## src/rtl/branch_redirect_ctrl.sv

```systemverilog
// Fetch-PC sequencer. It advances the PC by 4 on accepted fetches and redirects to the
// target after a fixed flush window when a branch is taken. Defining the optional macro
// BRANCH_MISALIGN_TRAP_EN sends misaligned taken targets to TRAP_VEC.
module branch_redirect_ctrl #(
  parameter int XLEN = 32,
  parameter logic [XLEN-1:0] RESET_PC = '0,
`ifdef BRANCH_MISALIGN_TRAP_EN
  parameter logic [XLEN-1:0] TRAP_VEC = 32'h0000_0100,
`endif
  parameter int FLUSH_CYCLES = 2
) (
  input  logic            clk,
  input  logic            rst,
  input  logic            stall,
  input  logic            br_valid,
  input  logic            br_token,
  input  logic [XLEN-1:0] br_target,
  input  logic            fetch_ready,
  output logic [XLEN-1:0] pc,
  output logic            pc_valid,
  output logic            flush,
  output logic            busy,
  output logic [31:0]     redirect_cnt,
  output logic            misalign_trap
);

  typedef enum logic [1:0] {
    BOOT  = 2'd0,
    RUN   = 2'd1,
    FLUSH = 2'd2
  } state_t;

  state_t          state, state_n;
  logic [3:0]      fcnt, fcnt_n;
  logic [XLEN-1:0] target_q, target_n;
  logic [XLEN-1:0] pc_n;
  logic            pc_valid_n, flush_n, busy_n, trap_n;
  logic [31:0]     cnt_n;

  // Every output is held in a register; the comb block only computes next values.
  always_ff @(posedge clk or posedge rst) begin
    if (rst) begin
      state         <= BOOT;
      fcnt          <= '0;
      target_q      <= '0;
      pc            <= RESET_PC;
      pc_valid      <= 1'b0;
      flush         <= 1'b0;
      busy          <= 1'b1;
      redirect_cnt  <= '0;
      misalign_trap <= 1'b0;
    end else begin
      state         <= state_n;
      fcnt          <= fcnt_n;
      target_q      <= target_n;
      pc            <= pc_n;
      pc_valid      <= pc_valid_n;
      flush         <= flush_n;
      busy          <= busy_n;
      redirect_cnt  <= cnt_n;
      misalign_trap <= trap_n;
    end
  end

  always_comb begin
    state_n    = state;
    fcnt_n     = fcnt;
    target_n   = target_q;
    pc_n       = pc;
    pc_valid_n = pc_valid;
    flush_n    = flush;
    busy_n     = busy;
    cnt_n      = redirect_cnt;
    trap_n     = 1'b0;
    case (state)
      BOOT: begin
        state_n    = RUN;
        pc_valid_n = 1'b1;
        busy_n     = 1'b0;
        flush_n    = 1'b0;
      end
      RUN: begin
        // A taken branch wins over the sequential advance in the same cycle.
        if (br_valid && br_token) begin
`ifdef BRANCH_MISALIGN_TRAP_EN
          if (br_target[1:0] != 2'b00) begin
            target_n = TRAP_VEC;
            trap_n   = 1'b1;
          end else begin
            target_n = br_target;
          end
`else
          target_n = br_target & ~XLEN'(3);
`endif
          state_n    = FLUSH;
          fcnt_n     = 4'(FLUSH_CYCLES - 1);
          flush_n    = 1'b1;
          pc_valid_n = 1'b0;
          busy_n     = 1'b1;
          if (redirect_cnt != 32'hFFFF_FFFF) cnt_n = redirect_cnt + 32'd1;
        end else if (pc_valid && fetch_ready && !stall) begin
          pc_n = pc + XLEN'(4);
        end
      end
      FLUSH: begin
        if (fcnt == 4'd0) begin
          pc_n       = target_q;
          flush_n    = 1'b0;
          pc_valid_n = 1'b1;
          busy_n     = 1'b0;
          state_n    = RUN;
        end else begin
          fcnt_n = fcnt - 4'd1;
        end
      end
      default: begin
        state_n    = BOOT;
        pc_valid_n = 1'b0;
        flush_n    = 1'b0;
        busy_n     = 1'b1;
      end
    endcase
  end

endmodule

```

## config.mk

```make
export PLATFORM = sky130hd
export DESIGN_NAME = branch_redirect_ctrl
export DESIGN_NICKNAME = d
export VERILOG_FILES = /design/src/rtl/branch_redirect_ctrl.sv
export SDC_FILE = /design/constraint.sdc
export NUM_CORES = 1
export LEC_CHECK = 0
export ABC_AREA = 1
export CELL_PAD_IN_SITES_DETAIL_PLACEMENT = 0
export CELL_PAD_IN_SITES_GLOBAL_PLACEMENT = 2
export CORE_UTILIZATION = 29
export CTS_CLUSTER_DIAMETER = 120
export DETAILED_ROUTE_END_ITERATION = 6
export PLACE_DENSITY_LB_ADDON = 0.1
export SLEW_MARGIN = 30
export SYNTH_ARGS = -nofsm -noshare
export SYNTH_HDL_FRONTEND = slang
export SYNTH_SLANG_ARGS = --single-unit
```

## constraint.sdc

```tcl
create_clock -name clk -period 3.66 [get_ports clk]
set_input_delay 0.732 -clock clk [delete_from_list [all_inputs] [get_ports clk]]
set_output_delay 0.732 -clock clk [all_outputs]
set_load 0.01 [all_outputs]
```

Word-level counts from Yosys, hierarchy flattened
Index checks and enable logic that the tools add are counted.
Widths: inputs -> output; s select.
{ "classes": {"add_sub_neg": 3, "multipliers": 0, "n_div": 0, "magnitude_cmp": 0, "eq_ne": 8, "shifts": 0, "n_mux": 17, "bitwise": 0, "reduce_logical": 12} }
{ "op_table": {"columns": ["operator", "count"], "rows": [
  ["$mux 32", 3],
  ["$pmux 32 s2", 1],
  ["$add 32x1->32 const B", 1],
  ["$add 32x3->32 const B", 1],
  ["$ne 32x32->1 const B", 1],
  ["$ne 2x2->1 const B", 5],
  ["$mux 4", 2],
  ["$pmux 4 s2", 1],
  ["$pmux 1 s3", 2],
  ["$pmux 2 s3", 1],
  ["$reduce_and 3->1", 2],
  ["$logic_not 4->1", 1],
  ["$mux 1", 4],
  ["$mux 2", 2],
  ["$reduce_and 2->1", 2],
  ["$reduce_and 4->1", 1],
  ["$sub 4x1->4 const B", 1],
  ["$logic_and 1x1->1", 3],
  ["$eq 2x1->1 const B", 1],
  ["$eq 2x2->1 const B", 1],
  ["$logic_not 2->1", 1],
  ["$pmux 1 s2", 1],
  ["$reduce_bool 2->1", 1],
  ["$logic_not 1->1", 1]
]} }
{ "word_totals": {"register_bits": 103, "latchBits": 0, "ramBits": 0, "mem_bits_ro": 0, "in_bits": 38, "output_inout_bits": 68, "word_cells": 48, "n_memories": 0} }

Logic depth before layout (Yosys ltp)
Gate-level depths: netlist of the first run.
{ "depth": {"depth_word": 5, "mapped_depth": 12, "depth_no_buf": 11} }

Worst setup path after synthesis of the first run
Ideal clock, no wire load.
{ "synth_path": {"kind": "reg-to-reg", "from": "reg redirect_cnt[0]", "to": "reg redirect_cnt[10]", "setup_time_ns": 0.116, "arrival_ns": 1.659, "required_time_ns": 3.544, "setup_slack_ns": 1.884, "path_stages_with_launch": 13, "n_path_buf": 2, "period_less_slack_ns": 1.776, "path_cell_list": "dfrtp_1 > ha_1 > inv_2 > nor2_4 > nand2_2 > nor2_4 > nand2_2 > nand2_4 > inv_2 > buf_6 > buf_6 > nand2_1 > nand2_1"} }
{ "synth_via": {"elab_chain_cells": 2, "word_cells_on_any_way": 3, "classes_between": "add/sub: 1; eq/ne: 1; reduce/logical: 1"} }
{ "synth_lines": {"columns": ["element", "line_no", "source"], "rows": [
  ["from (decl)", "23", "output logic [31:0] redirect_cnt,"],
  ["from (signal assigned)", "60", "redirect_cnt <= cnt_n;"],
  ["parallel branches: the longest is 2 deep, another holds $add 32x1->32", null, null]
]} }
Parallel ways; which one is timed is not known.
A chain may end at the register's enable or synchronous reset.

Worst setup path in the final report of the first run
{ "layout_path": {"from": "in br_valid", "to": "reg flush"} }
{ "layout_via": {"elab_chain_cells": 3} }
{ "layout_lines": {"columns": ["element", "line_no", "source"], "rows": [
  ["from (decl)", "15", "input logic br_valid,"],
  ["$logic_and 1x1->1", "84", "if (br_valid && br_token) begin"],
  ["$ne 2x2->1 (no line)", null, null],
  ["$reduce_and 2->1 (no line)", null, null],
  ["to (signal assigned)", "58", "flush <= flush_n;"],
  ["to (decl)", "21", "output logic flush,"]
]} }
No other way between the ends.

==> metrics, run 1 <==
CTS clk-pin slew, worst paths 80 ps; DIE AREA 21,100 um2; Skew-Pair Late Insertion Delay 360 ps; area leader, netlist dfrtp_1; Setup TNS 0 ps; share of cells above drive strength 1 0.0311; Main synth FF type dfrtp_1; Switch Pwr 1.80 mW; CP arrival 2520 ps; # port buffers 100; post-CTS resize count 0; area of the multi-input gates 3060 um2; VDD IR max 0.306 mV; floorplan row count 52; final setup fails 0; design area 7520 um2; cts hold-fix bufs 0; HPWL Detailed 13,100 um; DP Cell Count 1,250; worst-path maximum fanout 23; Synth Register Bits 100; initial core utilization 0.295; Worst Max-Slew Pin Slew 871 ps; Die Height 145 um; Final Hold Vio Count 0; Via Count 5,592; total core area 20,200 um2; synth top area cells dfrtp_1 42%, nand2_1 25%, nor2_1 8.8%; CTS max path bufs 2; Synth top area share 0.416; Gate power share 0.389; CTS Sinks 100; H-Tree Depth 3; synth unique cells 30; asr flop ratio synth 1.00; crit path launch type input port; register-to-register path setup slack 1420 ps; Non-Filler Instances 1,266; synthesized area 5950 um2; most frequent cell after synthesis nand2_1; Avg Cell Area, Syn 6.63 um2; crit share post-route 0.615; register area share after synthesis 0.421; Post-DRT Antenna Nets 0; switching power share of the total 0.401; largest net degree at the start of global routing 56; DRT Pass-1 Iters 5; CP endpoint kind register; Residual DRC 0; vias per cell 4.42; initial antenna violation count 0; Clock Power Share 0.213; total track usage 0.180; CTS Buf Count 9; Static Leak 3.45 nW; Synth warnings 0; FF/Latch Area 2500 um2; I/O pins 106; EDFF count, synth 0; Clock Skew 14.8 ps; relative slew slack 0.419; critical path required time 3930 ps; clock root buffer clkbuf_16; Hold WC Path Type register to register; commonest cells in the netlist 401 x nand2_1, 139 x nor2_1, 99 x dfrtp_1; chip width 145 um; GP Congestion 0.773; Internal 2.69 mW; area post-placement 7230 um2; wire length per cell 14.1 um; Final min period 2250 ps; DR WL met2 8230 um; # fillers 2,224; Nets 1,037; DR WL met3 592 um; TritonCTS clock tree built; first-pass GRT wire length 29,900 um; pins over their slew limit 0; met1 WL 8820 um; 1st-iter DRT viols 258; Area growth syn-to-layout 26.3%; status complete, no violations; RSZ-0062 raised after global routing no; Post-Synthesis Cells 898; Seq pwr share 0.398; fmax 444 MHz; WS Path Type input port to register; top sig layer met4; Max-cap violations 0; Post-Route WL 17,800 um; setup bufs post-CTS 0; PD cells 597 nW/um2; number of antenna diodes 0; total gr overflow 0; vias in the first global route 5,587
-- per-layer routing --
metal  up-vias  global-route usage
met4         0              0.0426
met5         -                   0
li1       2948                   -
met2        89               0.295
met1      2545               0.247
met3        10              0.0274
-- per-stage QoR --
stage	power (mW)	worst slack [ps]	hold slack, ps	util
2_1_floorplan	2.83	311	437	-
3_3_place_gp	3.60	989	456	0.359
3_5_place_dp	3.60	952	460	0.359
4_1_cts	4.58	1300	477	0.373
5_1_grt	4.89	1140	503	0.373
6_report	4.49	1410	473	0.373
-- cell type report --
| cell class | instances | share of cell area |
|---|---|---|
| multi-input combinational | 702 | 0.407 |
| sequential | 100 | 0.333 |
| timing repair buffer | 107 | 0.142 |
| tap | 270 | 0.0449 |
| inverter | 71 | 0.0358 |
| clock buffer | 13 | 0.0346 |
| clock inverter | 3 | 0.00300 |
-- cells by family after synthesis --
family                   count (synthesis)  share of synthesized area
AO/OA/AOI/OAI                           61                     0.0536
other                                    1                   0.000630
adder cells (fa/ha/maj)                  8                     0.0168
flip-flops                             100                      0.421
buffers and inverters                   98                     0.0679
XOR/XNOR                                20                     0.0294
AND/OR/NAND/NOR                        610                      0.411
-- power groups by stage --
| stage | Clock (mW) | Combinational (mW) | Sequential, mW |
|---|---|---|---|
| global route | 1.03 | 2.00 | 1.86 |
| CTS | 0.994 | 1.79 | 1.80 |
| finish | 0.956 | 1.74 | 1.79 |
| floorplan | 0 | 1.04 | 1.79 |
| global placement | 0 | 1.78 | 1.82 |
| detailed placement | 0 | 1.78 | 1.81 |
-- placed cells by master, fill, tap and decap left out, types with 3 or more instances in the layout --
| cell | count |
|---|---|
| nand2_1 | 401 |
| nor2_1 | 138 |
| clkdlybuf4s50_1 | 100 |
| dfrtp_1 | 99 |
| inv_1 | 67 |
| o21ai_0 | 49 |
| nand3_1 | 42 |
| nand3b_1 | 15 |
| xor2_1 | 12 |
| clkbuf_16 | 9 |
| xnor2_1 | 8 |
| ha_1 | 8 |
| buf_4 | 6 |
| a21oi_1 | 5 |
| nand4_1 | 4 |
| nor2_4 | 3 |
| conb_1 | 3 |
-- worst max-delay path, stage by stage --
cell and delay, ps:
clkdlybuf4s50_1 450, nand2_1 110, nor2_4 370, inv_1 520, o22ai_1 330
-- state kept, by name, indices dropped and copies added (netlist names) --
name,cells
busy,1
flush,1
pc,30
pc_valid,1
target_q,30
fcnt,4
state,1
redirect_cnt,32
-- final timing paths --
path	depth (start not counted)	start	endpoint
worst max-delay path	5	br_valid	flush
worst min-delay path	2	target_q[2]	target_q[2]
worst max register to register	9	state[0]	pc[7]
worst min register to register	2	target_q[2]	target_q[2]
max in group asynchronous	3	rst	pc[8]
min in group asynchronous	2	rst	fcnt[0]
Note: power is estimated with default switching activity, not from simulation.
==> run 2, diff against run 1 <==
==> constraint.sdc (replaced) <==
create_clock -name clk -period 2.1 [get_ports clk]
set_input_delay 0.42 -clock clk [delete_from_list [all_inputs] [get_ports clk]]
set_output_delay 0.42 -clock clk [all_outputs]
set_load 0.01 [all_outputs]
==> run 2 against run 1 <==
Compared with the run above:
- sequential share of layout area fell by 1.2 points
- critical path depth fell by 4
- die area did not move
- first-iteration DRC count fell by 1.2%
- final area rose by 3.6%
- worst hold slack improved by 2.6 ps
- non-clock buffer count rose by 21
- register-to-register slack got worse by 1200 ps
- total power rose by 84%
- largest power group is now combinational logic
==> metrics, run 2 (synthesis results as in run 1) <==
status complete, no violations; worst-path maximum fanout 6; met2 GRT Util 0.293; Die Height 145 um; wire length per cell 13.9 um; CTS clk-pin slew, worst paths 70 ps; Hold WC Path Type register to register; CP arrival 1440 ps; CP bufs+invs 1; I/O pins 106; commonest non-fill, non-tap cell in the layout nand2_1; DRT Pass-1 Iters 6; largest net degree at the start of global routing 56; CP max-delay cell clkdlybuf4s50_1; WS Path Type register to primary output; most frequent cells in the layout 401 x nand2_1, 137 x nor2_1, 100 x clkdlybuf4s50_1, 99 x dfrtp_1, 67 x inv_1; GP Congestion 0.779; post-CTS resize count 0; critical path required time 1680 ps; pins over their slew limit 0; CTS Buf Count 9; Area growth syn-to-layout 30.9%; Nets 1,058; grt met1 use 0.250; Final Hold Vio Count 0; DIE AREA 21,100 um2; vias in the first global route 5,578; Global Route met3 Usage 0.0289; CTS max path bufs 2; delay-heaviest family, CP buffers and inverters; TritonCTS clock tree built; fmax 539 MHz; HPWL Detailed 13,500 um; Max-cap violations 0; top flop regs redirect_cnt x32, pc x30, target_q x30; Post-DRT Antenna Nets 0; Cell Chain, Critical Path clkdlybuf4s50_1; total core area 20,200 um2; Most Crowded Layer GR met2; initial antenna violation count 1; slowest stage delay, CP 600 ps; crit share post-route 0.884; Reg2Reg Depth 10; Final min period 1860 ps; Min-Delay Path Depth 2; initial core utilization 0.295; cts hold-fix bufs 0; H-Tree Depth 3; RSZ-0062 raised after global routing no; Power Total 8.25 mW; 1st-iter DRT viols 255; Via Count 5,595; Setup TNS 0 ps; Residual DRC 0; VDD IR max 0.562 mV; Clock Skew 7.83 ps; setup bufs post-CTS 0; first-pass GRT wire length 29,900 um; # port buffers 100; CP Depth 1; number of antenna diodes 0; share of cells above drive strength 1 0.0521; chip width 145 um; Biggest register redirect_cnt; Skew-Pair Late Insertion Delay 350 ps; Static Leak 3.59 nW; clock root buffer clkbuf_16; Largest register FFs 32; total gr overflow 0; PD cells 1060 nW/um2; Post-Route WL 17,800 um; crit path launch type register; CP endpoint kind primary output; final setup fails 0; CTS Sinks 100; vias per cell 4.35; total track usage 0.180; floorplan row count 52
[run 2: changes by cell type in the layout (fill, tap and decap cells not counted)]
| cell | previous run | this run |
|---|---|---|
| nor2_2 | 0 | 1 |
| inv_6 | 1 | 2 |
| inv_4 | 1 | 0 |
| clkbuf_8 | 2 | 0 |
| nor2_1 | 138 | 137 |
| clkinvlp_4 | 0 | 1 |
| buf_4 | 6 | 21 |
| bufinv_16 | 0 | 2 |
| clkinv_4 | 1 | 0 |
| buf_12 | 1 | 7 |
[run 2: cell type report]
| class | count | area (um2) |
|---|---|---|
| fillers | 2247 | 12400 |
| multi-input cells | 702 | 3060 |
| flip-flops and latches | 100 | 2500 |
| repair buffers | 128 | 1300 |
| well taps | 270 | 338 |
| inverters | 71 | 270 |
| clock buffers | 11 | 233 |
| clock inverters | 5 | 82.6 |
[run 2: worst min-delay path, stage by stage (launching register included)]
cell and delay (ps):
dfrtp_1 350, nand2_1 50, nand2_1 40
[run 2: worst paths after layout]
check                                 start  slack, ps               end
max                        redirect_cnt[23]        240  redirect_cnt[23]
min                            target_q[27]        480      target_q[27]
max reg2reg                           pc[2]        260            pc[24]
min reg2reg                    target_q[27]        480      target_q[27]
max in group asynchronous               rst       1280              busy
min in group asynchronous               rst        510           fcnt[1]
[run 2: power breakdown]
part,internal [mW],switching [mW],total [mW]
logic,1.47,1.86,3.33
registers,2.54,0.532,3.07
clock network,1.05,0.785,1.84
total,5.07,3.18,8.25
[run 2: metrics by stage]
stage                     cell area [um2]  hold WS (ps)  worst slack (ps)   util  cells
after floorplan                      5960           437               324      -    900
after global placement               7470           457               137  0.370   1271
after detailed placement             7470           459               152  0.370   1271
after CTS                            7780           479               195  0.386   1287
after global routing                 7780           506              56.7  0.386   1287
final                                7780           475               244  0.386   1287
[run 2: layer usage]
layer / share of wire / wire length (um)
met5: 0.00095 / 17
met4: 0.0061 / 108
met3: 0.026 / 458
met2: 0.46 / 8260
met1: 0.50 / 8980
